===== src/rtl/pixel_window_input_if.sv =====
// Handshake bundle for pixel_window_input: the 8-bit pixel input stream and
// the 4-tap signed window output stream.
interface pixel_window_input_if #(
    parameter int OUTPUT_WIDTH = 9
);
    logic [7:0]                     s_pixel;
    logic                           s_valid;
    logic                           s_last;
    logic                           s_ready;
    logic signed [OUTPUT_WIDTH-1:0] m_tap0;
    logic signed [OUTPUT_WIDTH-1:0] m_tap1;
    logic signed [OUTPUT_WIDTH-1:0] m_tap2;
    logic signed [OUTPUT_WIDTH-1:0] m_tap3;
    logic                           m_valid;
    logic                           m_last;
    logic                           m_ready;

    // Block side: consumes pixels, produces windows.
    modport slave (
        input  s_pixel, s_valid, s_last, m_ready,
        output s_ready, m_tap0, m_tap1, m_tap2, m_tap3, m_valid, m_last
    );

    // Environment side: produces pixels, consumes windows.
    modport master (
        output s_pixel, s_valid, s_last, m_ready,
        input  s_ready, m_tap0, m_tap1, m_tap2, m_tap3, m_valid, m_last
    );
endinterface


===== src/rtl/pixel_window_input.sv =====
// Widens 8-bit pixels to signed taps and emits one edge-replicated 4-tap
// horizontal window per input pixel for the bicubic horizontal filter.
module pixel_window_input #(
    parameter int OUTPUT_WIDTH = 9
) (
    input  logic                  clk,
    input  logic                  aresetn,
    pixel_window_input_if.slave   bus
);
    typedef enum logic [1:0] {FILL, STREAM, DRAIN} state_t;

    state_t     state_q, state_d;
    logic [1:0] count_q, count_d;
    logic [1:0] drain_q, drain_d;
    logic [7:0] sh0_q, sh0_d;
    logic [7:0] sh1_q, sh1_d;
    logic [7:0] sh2_q, sh2_d;
    logic signed [OUTPUT_WIDTH-1:0] tap0_q, tap0_d;
    logic signed [OUTPUT_WIDTH-1:0] tap1_q, tap1_d;
    logic signed [OUTPUT_WIDTH-1:0] tap2_q, tap2_d;
    logic signed [OUTPUT_WIDTH-1:0] tap3_q, tap3_d;
    logic       m_valid_q, m_valid_d;
    logic       m_last_q, m_last_d;
    logic       out_free;
    logic       accept;

    function automatic logic signed [OUTPUT_WIDTH-1:0] widen(input logic [7:0] p);
        return $signed({{(OUTPUT_WIDTH-8){1'b0}}, p});
    endfunction

    assign out_free      = !m_valid_q || bus.m_ready;
    assign bus.s_ready   = (state_q != DRAIN) && out_free;
    assign accept        = bus.s_valid && bus.s_ready;

    assign bus.m_tap0    = tap0_q;
    assign bus.m_tap1    = tap1_q;
    assign bus.m_tap2    = tap2_q;
    assign bus.m_tap3    = tap3_q;
    assign bus.m_valid   = m_valid_q;
    assign bus.m_last    = m_last_q;

    // sh0..sh2 hold the three most recent pixels (sh2 newest); p[0] is
    // replicated into all three so window 0 gets its left-edge clamp for free.
    always_comb begin
        state_d   = state_q;
        count_d   = count_q;
        drain_d   = drain_q;
        sh0_d     = sh0_q;
        sh1_d     = sh1_q;
        sh2_d     = sh2_q;
        tap0_d    = tap0_q;
        tap1_d    = tap1_q;
        tap2_d    = tap2_q;
        tap3_d    = tap3_q;
        m_valid_d = m_valid_q && !bus.m_ready;
        m_last_d  = m_last_q;

        case (state_q)
            FILL: begin
                if (accept) begin
                    if (count_q == 2'd0) begin
                        sh0_d = bus.s_pixel;
                        sh1_d = bus.s_pixel;
                        sh2_d = bus.s_pixel;
                    end else begin
                        sh0_d = sh1_q;
                        sh1_d = sh2_q;
                        sh2_d = bus.s_pixel;
                    end
                    if (count_q == 2'd2) begin
                        tap0_d    = widen(sh0_q);
                        tap1_d    = widen(sh1_q);
                        tap2_d    = widen(sh2_q);
                        tap3_d    = widen(bus.s_pixel);
                        m_valid_d = 1'b1;
                        m_last_d  = 1'b0;
                    end
                    if (bus.s_last) begin
                        state_d = DRAIN;
                        count_d = '0;
                        drain_d = (count_q == 2'd0) ? 2'd1 : 2'd2;
                    end else if (count_q == 2'd2) begin
                        state_d = STREAM;
                        count_d = '0;
                    end else begin
                        count_d = count_q + 2'd1;
                    end
                end
            end
            STREAM: begin
                if (accept) begin
                    tap0_d    = widen(sh0_q);
                    tap1_d    = widen(sh1_q);
                    tap2_d    = widen(sh2_q);
                    tap3_d    = widen(bus.s_pixel);
                    m_valid_d = 1'b1;
                    m_last_d  = 1'b0;
                    sh0_d     = sh1_q;
                    sh1_d     = sh2_q;
                    sh2_d     = bus.s_pixel;
                    if (bus.s_last) begin
                        state_d = DRAIN;
                        drain_d = 2'd2;
                    end
                end
            end
            DRAIN: begin
                // Right-edge clamp: keep shifting the final pixel back in.
                if (out_free) begin
                    tap0_d    = widen(sh0_q);
                    tap1_d    = widen(sh1_q);
                    tap2_d    = widen(sh2_q);
                    tap3_d    = widen(sh2_q);
                    m_valid_d = 1'b1;
                    m_last_d  = (drain_q == 2'd1);
                    sh0_d     = sh1_q;
                    sh1_d     = sh2_q;
                    drain_d   = drain_q - 2'd1;
                    if (drain_q == 2'd1) begin
                        state_d = FILL;
                    end
                end
            end
            default: state_d = FILL;
        endcase
    end

    always_ff @(posedge clk or negedge aresetn) begin
        if (!aresetn) begin
            state_q   <= FILL;
            count_q   <= '0;
            drain_q   <= '0;
            sh0_q     <= '0;
            sh1_q     <= '0;
            sh2_q     <= '0;
            tap0_q    <= '0;
            tap1_q    <= '0;
            tap2_q    <= '0;
            tap3_q    <= '0;
            m_valid_q <= 1'b0;
            m_last_q  <= 1'b0;
        end else begin
            state_q   <= state_d;
            count_q   <= count_d;
            drain_q   <= drain_d;
            sh0_q     <= sh0_d;
            sh1_q     <= sh1_d;
            sh2_q     <= sh2_d;
            tap0_q    <= tap0_d;
            tap1_q    <= tap1_d;
            tap2_q    <= tap2_d;
            tap3_q    <= tap3_d;
            m_valid_q <= m_valid_d;
            m_last_q  <= m_last_d;
        end
    end
endmodule


===== src/flat_wrapper.sv =====
// flat-port wrapper written by rule: the top's interface ports become plain ports
module pixel_window_input_flat 
#(
    parameter int OUTPUT_WIDTH = 9
)
  (clk, aresetn, bus_s_pixel, bus_s_valid, bus_s_last, bus_m_ready, bus_s_ready, bus_m_tap0, bus_m_tap1, bus_m_tap2, bus_m_tap3, bus_m_valid, bus_m_last);
  pixel_window_input_if #(.OUTPUT_WIDTH(OUTPUT_WIDTH)) bus_i ();
  input  logic clk;
  input  logic aresetn;
  input wire logic [$bits(bus_i.s_pixel)-1:0] bus_s_pixel;
  input wire logic [$bits(bus_i.s_valid)-1:0] bus_s_valid;
  input wire logic [$bits(bus_i.s_last)-1:0] bus_s_last;
  input wire logic [$bits(bus_i.m_ready)-1:0] bus_m_ready;
  output wire logic [$bits(bus_i.s_ready)-1:0] bus_s_ready;
  output wire logic [$bits(bus_i.m_tap0)-1:0] bus_m_tap0;
  output wire logic [$bits(bus_i.m_tap1)-1:0] bus_m_tap1;
  output wire logic [$bits(bus_i.m_tap2)-1:0] bus_m_tap2;
  output wire logic [$bits(bus_i.m_tap3)-1:0] bus_m_tap3;
  output wire logic [$bits(bus_i.m_valid)-1:0] bus_m_valid;
  output wire logic [$bits(bus_i.m_last)-1:0] bus_m_last;
  assign bus_i.s_pixel = bus_s_pixel;
  assign bus_i.s_valid = bus_s_valid;
  assign bus_i.s_last = bus_s_last;
  assign bus_i.m_ready = bus_m_ready;
  assign bus_s_ready = bus_i.s_ready;
  assign bus_m_tap0 = bus_i.m_tap0;
  assign bus_m_tap1 = bus_i.m_tap1;
  assign bus_m_tap2 = bus_i.m_tap2;
  assign bus_m_tap3 = bus_i.m_tap3;
  assign bus_m_valid = bus_i.m_valid;
  assign bus_m_last = bus_i.m_last;
  pixel_window_input #(.OUTPUT_WIDTH(OUTPUT_WIDTH)) u_core (.clk(clk), .aresetn(aresetn), .bus(bus_i));
endmodule

===== config.mk =====
export PLATFORM = sky130hd
export DESIGN_NAME = pixel_window_input_flat
export DESIGN_NICKNAME = d
export VERILOG_FILES = /design/src/rtl/pixel_window_input_if.sv /design/src/rtl/pixel_window_input.sv /design/src/flat_wrapper.sv
export SDC_FILE = /design/constraint.sdc
export NUM_CORES = 1
export LEC_CHECK = 0
export ABC_AREA = 1
export CAP_MARGIN = 25
export CELL_PAD_IN_SITES_DETAIL_PLACEMENT = 1
export CELL_PAD_IN_SITES_GLOBAL_PLACEMENT = 1
export CORE_MARGIN = 5
export CORE_UTILIZATION = 44
export CTS_BUF_LIST = sky130_fd_sc_hd__clkbuf_8
export DETAILED_ROUTE_END_ITERATION = 7
export PLACE_DENSITY = 0.87
export SLEW_MARGIN = 20
export SYNTH_ARGS = -nofsm -noshare
export SYNTH_HDL_FRONTEND = slang
export SYNTH_SLANG_ARGS = --single-unit

===== constraint.sdc =====
create_clock -name clk -period 3.83 [get_ports clk]
set_clock_uncertainty 0.2 [all_clocks]
set_input_delay 0.766 -clock clk [delete_from_list [all_inputs] [get_ports clk]]
set_output_delay 0.766 -clock clk [all_outputs]
set_load 0.02 [all_outputs]

==> run summary <==
status: finished clean
hold buffer count at cts: 0
1st-iter DRT viols: 84
placed insts: 486
peak fanout along the critical path: 20
min Tclk post-route: 3.10 ns
die height: 94.0 um
Core Region: 6830 um^2
WP data required: 2.86 ns
FP Rows: 30
Initial Util: 0.454
combinational power share: 0.544
Worst Tran Pin Value: 0.561 ns
Max Buffers Root-to-Sink: 2
root buffer cell: clkbuf_8
Multi-input gate area: 1210 um^2
register area: 1600 um^2
grt total ovfl: 0
clock buffer count from CTS: 9
fmax: 323 MHz
Lkg Pwr: 0.00184 uW
routability-driven placement congestion ratio: 0.864
# diodes: 0
register area share after synthesis: 0.516
power per cell area: 1060 nW/um^2
met1 usage: 0.233
fin util: 0.558
worst r2r src: u_core.state_q[0]$_DFFE_PN0P_
Reg power frac: 0.297
initial antenna violation count: 0
GR Layer Usage met3: 0.0465
worst min path class: primary input to asynchronous set/reset pin
RSZ-0062 raised after global routing: no
synthesized instance count: 356
Max Slew Vio Count: 0
I/O Pins: 52
number of global-route vias before repair: 2706
worst stage delay on the critical path: 0.59 ns
fin crit share: 0.809
layout cells sized above 1: 0.145
clock sink total: 64
Cell Int Power: 2190 uW
fin nets: 420
synthesized area per cell: 8.71 um^2
switching share of power: 0.458
Layout area overhead: 23.0%
Setup Buffers After CTS: 0
GRT Total Usage: 0.193
total wire length: 7.85 mm
Synth warnings: 0
crit start category: flop
Setup TNS: 0 ns
Yosys cell types: 27
number of gates resized after CTS: 0
non-filler cells in the finished layout: 503
commonest cells after routing, fill and taps aside: nand2_1 (102), dfrtp_1 (64), clkdlybuf4s50_1 (46)
Worst Reg-to-Reg Cells: 9
clock power share: 0.160
mapped cell area: 3100 um^2
final hold vios: 0
Max-slew headroom: 0.625
Worst Setup Path Type: flop to primary output
Die W: 94.0 um
# port buffers: 47
CTS tree: yes
crit path DAT: 2.13 ns
reg-to-reg setup timing slack: 1.44 ns
FF+latch count, synth: 64
DR vias: 2517
H-Tree Level Count: 3
Filler cells: 842
crit-path cells: inv_1 > ha_1 > buf_4 > inv_2 > nand2_1 > inv_1 > clkdlybuf4s50_1
HPWL after detailed placement: 5.42 mm
first-pass GRT wire length: 13.2 mm
met2 Use GR: 0.341
max cap viols: 0
post-route ant nets: 0
Crit-path slowest cell: clkdlybuf4s50_1
vias per std cell: 5.00
Peak VDD IR: 0.484 mV
most frequent cell on the critical path: inv_1
RR Endpoint: u_core.sh1_q[5]$_DFFE_PN0P_
DRC errors left: 0
leading cell type in the layout, fill and taps excluded: nand2_1
clock latency on the worst-skew pair: 0.35 ns
most crowded layer after global routing: met2
# setup viols final: 0
P_sw: 1850 uW
DIE AREA: 8830 um^2
drt first pass iters: 4
Setup crit end kind: primary output
WL/cell: 15.6 um
Clock transition at path regs: 0.07 ns
pin count of the biggest net entering global routing: 67
-- logic make-up after synthesis --
kind of cell / count (synthesis) / synth area share
adders and majority gates: 5 / 0.0202
DFF: 64 / 0.516
buffers and inverters: 59 / 0.0960
other: 1 / 0.00121
and+or+nand+nor: 151 / 0.221
AOI/OAI and AO/OA: 76 / 0.146
-- critical path, delay by kind of cell (launching register included) --
family                   cells  cell delay (ns)
flip-flops                   1             0.41
adder cells (fa/ha/maj)      1             0.19
AND/OR/NAND/NOR              1             0.10
buffers and inverters        5             1.09
-- metrics by stage --
stage / setup WS [ns] / total power (uW) / area (um^2) / hold slack (ns)
6_report: 0.731 / 4050 / 3810 / 0.115
5_1_grt: 0.592 / 4370 / 3810 / 0.125
4_1_cts: 0.715 / 4070 / 3790 / 0.115
3_5_place_dp: 0.501 / 3380 / 3580 / 0.259
3_3_place_gp: 0.756 / 3260 / 3580 / 0.254
2_1_floorplan: 1.76 / 2760 / 3110 / 0.242
-- power by group through the flow --
stage,combinational (uW),sequential (uW),clock (uW)
detailed placement,2160,1210,0
floorplan,1380,1380,0
global placement,2070,1190,0
finish,2200,1200,646
global route,2440,1240,688
CTS,2210,1210,656
-- Yosys cell counts, drive strengths merged --
| cell type | number | share of area |
|---|---|---|
| a21oi | 9 | 0.018 |
| a31o | 1 | 0.0028 |
| a31oi | 1 | 0.0020 |
| buf | 17 | 0.044 |
| clkbuf | 2 | 0.0024 |
| conb | 1 | 0.0012 |
| dfrtp | 64 | 0.52 |
| ha | 5 | 0.020 |
| inv | 40 | 0.049 |
| nand2 | 115 | 0.15 |
| nand3 | 20 | 0.036 |
| nand4 | 1 | 0.0069 |
| nor2 | 15 | 0.023 |
| o21ai | 62 | 0.12 |
| o21bai | 2 | 0.0048 |
| o22ai | 1 | 0.0020 |
-- metal layers --
metal  routed length, um  vias to the layer above
li1                    -                     1219
met1                3370                     1242
met2                4100                       49
met3                 295                        7
met4                  81                        0
met5                   0                        -
-- cell type report --
type                            instances  share of cell area
Inverter                               40              0.0400
Multi-Input combinational cell        236               0.318
Clock inverter                          7              0.0249
Timing Repair Buffer                   51               0.133
Sequential cell                        64               0.420
Clock buffer                            9              0.0325
Tap cell                               96              0.0315
-- worst max path at each step --
stage	startpoint	end	cells after the start
finish	u_core.state_q[0]$_DFFE_PN0P_	bus_s_ready	7
global route	u_core.state_q[0]$_DFFE_PN0P_	bus_s_ready	7
CTS	u_core.state_q[0]$_DFFE_PN0P_	bus_s_ready	7
detailed placement	bus_m_ready	u_core.bus.m_tap3[6]$_DFFE_PN0P_	7
global placement	bus_m_ready	bus_s_ready	6
floorplan	bus_m_ready	bus_s_ready	4
-- state kept, by name, indices dropped and copies added, names as in the netlist --
name	flops
u_core.bus.m_tap0	8
u_core.bus.m_tap1	8
u_core.bus.m_tap2	8
u_core.bus.m_tap3	8
u_core.sh0_q	8
u_core.sh1_q	8
u_core.sh2_q	8
u_core.count_q	2
u_core.drain_q	2
u_core.state_q	2
u_core.bus.m_last	1
u_core.bus.m_valid	1
Note: power is estimated with default switching activity, not from simulation.
